`src/rtl/ct_split.sv`:
```
// ct_split: one-to-many packet splitter/multicaster.
// A single staging register holds the current beat; each destination selected
// by the packet's first-beat mask must take the beat once before the staging
// register is released. The mask is held for the whole packet.
module ct_split #(
  parameter int NO    = 2,
  parameter int WIDTH = 1
) (
  input  logic             clk,
  input  logic             reset,
  input  logic [WIDTH-1:0] i_data,
  input  logic             i_valid,
  output logic             o_ready,
  input  logic             i_eop,
  input  logic [NO-1:0]    i_mask,
  output logic [WIDTH-1:0] o_data,
  output logic             o_eop,
  output logic [NO-1:0]    o_valid,
  input  logic [NO-1:0]    i_ready
);

  logic             r_stg_valid;
  logic [WIDTH-1:0] r_stg_data;
  logic             r_stg_eop;
  logic [NO-1:0]    r_pending;
  logic [NO-1:0]    r_pkt_mask;
  logic             r_in_sop;

  logic             w_done;
  logic             w_load;

  // Beat is finished once every still-pending destination accepts this cycle.
  // A zero pending set (dropped packet) completes immediately.
  always_comb begin
    w_done  = r_stg_valid && ((r_pending & ~i_ready) == '0);
    o_ready = !r_stg_valid || w_done;
    w_load  = i_valid && o_ready;
    o_valid = {NO{r_stg_valid}} & r_pending;
    o_data  = r_stg_data;
    o_eop   = r_stg_eop;
  end

  // Staging register, per-destination pending bits and packet mask tracking.
  always_ff @(posedge clk or posedge reset) begin
    if (reset) begin
      r_stg_valid <= 1'b0;
      r_stg_data  <= '0;
      r_stg_eop   <= 1'b0;
      r_pending   <= '0;
      r_pkt_mask  <= '0;
      r_in_sop    <= 1'b1;
    end else if (w_load) begin
      r_stg_valid <= 1'b1;
      r_stg_data  <= i_data;
      r_stg_eop   <= i_eop;
      r_in_sop    <= i_eop;
      if (r_in_sop) begin
        r_pkt_mask <= i_mask;
        r_pending  <= i_mask;
      end else begin
        r_pending  <= r_pkt_mask;
      end
    end else if (w_done) begin
      r_stg_valid <= 1'b0;
      r_pending   <= '0;
    end else if (r_stg_valid) begin
      // Destinations that took the beat drop out; the rest keep seeing it.
      r_pending   <= r_pending & ~i_ready;
    end
  end

endmodule
```
`config.mk`:
```
export PLATFORM = sky130hd
export DESIGN_NAME = ct_split
export DESIGN_NICKNAME = d
export VERILOG_FILES = /design/src/rtl/ct_split.sv
export SDC_FILE = /design/constraint.sdc
export NUM_CORES = 1
export LEC_CHECK = 0
export CORE_AREA = 2 2 39 41
export CTS_CLUSTER_DIAMETER = 120
export DETAILED_ROUTE_END_ITERATION = 7
export DIE_AREA = 0 0 41 43
export DONT_BUFFER_PORTS = 1
export PLACE_DENSITY = 0.45
export SLEW_MARGIN = 30
export SYNTH_ARGS = -nofsm -noshare
export SYNTH_HDL_FRONTEND = slang
export SYNTH_SLANG_ARGS = --single-unit
```
`constraint.sdc`:
```
create_clock -name clk -period 1.8 [get_ports clk]
set_clock_uncertainty 0.2 [all_clocks]
set_input_delay 0.36 -clock clk [delete_from_list [all_inputs] [get_ports clk]]
set_output_delay 0.36 -clock clk [all_outputs]
set_load 0.005 [all_outputs]
```
==> flow_metrics.env <==
export IMPL_ant_nets=0
export IMPL_clkLatencyLatePin_ns=0.25
export IMPL_r2r_cells=4
export IMPL_post_synth_fa_ha_maj_area_fraction_pct=0
export IMPL_p_leak_nw=0.213
export IMPL_status="finished clean"
export IMPL_grt_antenna_before_repair=0
export IMPL_die_width_um=41
export IMPL_cts_resized_gates=0
export IMPL_critPathKind="reg -> out"
export IMPL_final_cells=51
export IMPL_holdPathStages=1
export IMPL_drt_iter0_markers=1
export IMPL_post_cts_buffers=0
export IMPL_max_freq_mhz=627
export IMPL_synthMuxAreaShare_pct=23.1
export IMPL_finalWirelength_um=657
export IMPL_cpPeakStageDelay_ns=0.39
export IMPL_slew_violations=0
export IMPL_postCtsHoldBufs=1
export IMPL_crit_path_start_kind="flip-flop"
export IMPL_cp_top_family="flip-flops"
export IMPL_cts_buffers=3
export IMPL_cts_root_buffer="clkbuf_4"
export IMPL_clk_pin_slew_ns=0.06
export IMPL_drc_errors=0
export IMPL_worst_hold_path_type="in -> reg"
export IMPL_path_cells="nor2b_4, o21ai_4"
export IMPL_crit_path_top_delay_cell="dfrtp_1"
export IMPL_start_util_pct=30.1
export IMPL_grt_pass1_vias=257
export IMPL_overflow=0
export IMPL_cp_max_fo=5
export IMPL_hold_viol=0
export IMPL_htreeDepth=1
export IMPL_avgSynthCellArea_sq_um=13.9
export IMPL_synth_cell_area_sq_um=417
export IMPL_dpl_cell_count=46
export IMPL_rsz0062_at_grt="false"
export IMPL_maxCapViolCount=0
export IMPL_place_congestion=0.618
export IMPL_ir_drop_v=0.000421
export IMPL_cts_tree="yes"
export IMPL_end_kind="output pin"
export IMPL_wl_per_cell_um=12.9
export IMPL_viasPerCell=4.76
export IMPL_final_common_cell="dfrtp_1"
export IMPL_busiest_layer="met2"
export IMPL_reg2reg_to="o_eop"
export IMPL_cp_buffers_inverters=0
export IMPL_r2r_start="r_pending[1]"
export IMPL_cp_required_ns=1.24
export IMPL_drt_pass1_iter_count=2
export IMPL_synth_seq_cells=8
export IMPL_setup_viol=0
export IMPL_critPathArrivalTime_ns=1.03
export IMPL_synth_top_family_by_area="multiplexers"
export IMPL_grt_usage_pct=9.20
export IMPL_power_density_nw_per_um2=1400
export IMPL_grt_first_pass_wirelength_um=972
export IMPL_vias=243
export IMPL_cts_buffer_depth=2
export IMPL_num_nets_final=45
export IMPL_rows=14
export IMPL_die_area_sq_um=1760
export IMPL_layout_common_cells="7 x dfrtp_1, 5 x mux2_4, 3 x clkbuf_4"
export IMPL_synth_xor_area_share_pct=0
export IMPL_postSynthNetCount=39
export IMPL_clock_sinks=8
export IMPL_min_period_ns=1.59
export IMPL_syn2layout_area_growth_pct=13.5
export IMPL_holdPathEnd="r_stg_valid"
export IMPL_final_period_utilization_pct=88.6
export IMPL_use_met2_pct=12.2
export IMPL_synth_cell_types=19
export IMPL_ys_warn_count=0
export IMPL_antennaDiodeCount=0
export IMPL_io_buffers=0
export IMPL_use_met3_pct=3.14
export IMPL_synthCells=30
export IMPL_fp_coreArea_sq_um=1380
export IMPL_tightest_slew_ns=0.311
export IMPL_relSlewSlack_pct=79.2
export IMPL_ys_seq_area_share_pct=48.3
export IMPL_fp_dieH_um=43
export IMPL_global_route_usage_met1_pct=10.2
export IMPL_finalSetupTns_ns=0
export IMPL_min_from="i_valid"
export IMPL_io_pin_count=14
export IMPL_ff2ff_setup_slack_ns=0.27
export IMPL_synth_simple_area_share_pct=18.3
export IMPL_grt_max_degree=9
export IMPL_drive_above_1_share_pct=42.9
export IMPL_synth_compound_area_share_pct=9.31
==> logic make-up after synthesis <==
group,count (synthesis)
simple gates,10
flops,8
mux,7
compound gates,4
buf+inv,1
==> layout make-up <==
| class | instances | area (sq um) |
|---|---|---|
| timing repair buffer | 1 | 10.0 |
| tap | 16 | 20.0 |
| sequential | 8 | 201 |
| inverter | 1 | 3.75 |
| fill | 146 | 911 |
| clock buffer | 4 | 26.3 |
| multi-input combinational | 21 | 211 |
==> where the power goes <==
group          internal [mW]  switching (mW)
clock                 0.0846          0.0583
sequential             0.253          0.0522
combinational          0.137          0.0792
==> sequential cells by signal, summed over array words and instances, names as in the netlist <==
signal and count:
r_in_sop 1, r_pending 2, o_data 1, r_pkt_mask 2, o_eop 1, r_stg_valid 1
==> routing by layer <==
metal / part of all wire (%) / wire, um
met5: 0 / 0
met4: 0 / 0
met3: 10 / 68
met2: 45 / 294
met1: 45 / 294
==> cell usage after synthesis <==
master    number  area share, %
a21boi_0       1            1.8
a32o_1         1            2.4
and2_1         1            1.5
and2_2         1            1.8
dfrtp_1        7             42
dfstp_2        1            6.3
inv_1          1           0.90
mux2_2         1            2.7
mux2_4         5             18
mux2i_1        1            2.4
nand2_1        1           0.90
nand2_4        1            2.7
nand2b_1       2            3.0
nand3_1        1            1.2
nand3_2        1            2.4
nor2b_1        1            1.5
nor2b_4        1            3.3
o21ai_0        1            1.2
o21ai_4        1            3.9
==> worst max path at each step <==
| stage | cells past startpoint | slack [ns] | end | start |
|---|---|---|---|---|
| 2_1_floorplan | 2 | 0.34 | r_pkt_mask[1] | r_in_sop |
| 3_3_place_gp | 2 | 0.28 | r_pkt_mask[1] | r_in_sop |
| 3_5_place_dp | 4 | 0.27 | r_pkt_mask[1] | r_pending[0] |
| 4_1_cts | 2 | 0.19 | o_ready | r_pending[1] |
| 5_1_grt | 2 | 0.14 | o_ready | r_pending[1] |
| 6_report | 2 | 0.21 | o_ready | r_pending[1] |
==> through the flow <==
step                      setup slack, ns  util, %  instance area [sq um]  hold WS (ns)  power [mW]
after floorplan                     0.335        -                    417       -0.0251       0.490
after global placement              0.281     31.6                    437        0.0106       0.521
after detailed placement            0.274     31.6                    437        0.0185       0.526
after CTS                           0.192     34.2                    473       0.00264       0.680
after global routing                0.145     34.2                    473       0.00792       0.721
final                               0.206     34.2                    473        0.0137       0.664
Note: power is estimated with default switching activity, not from simulation.
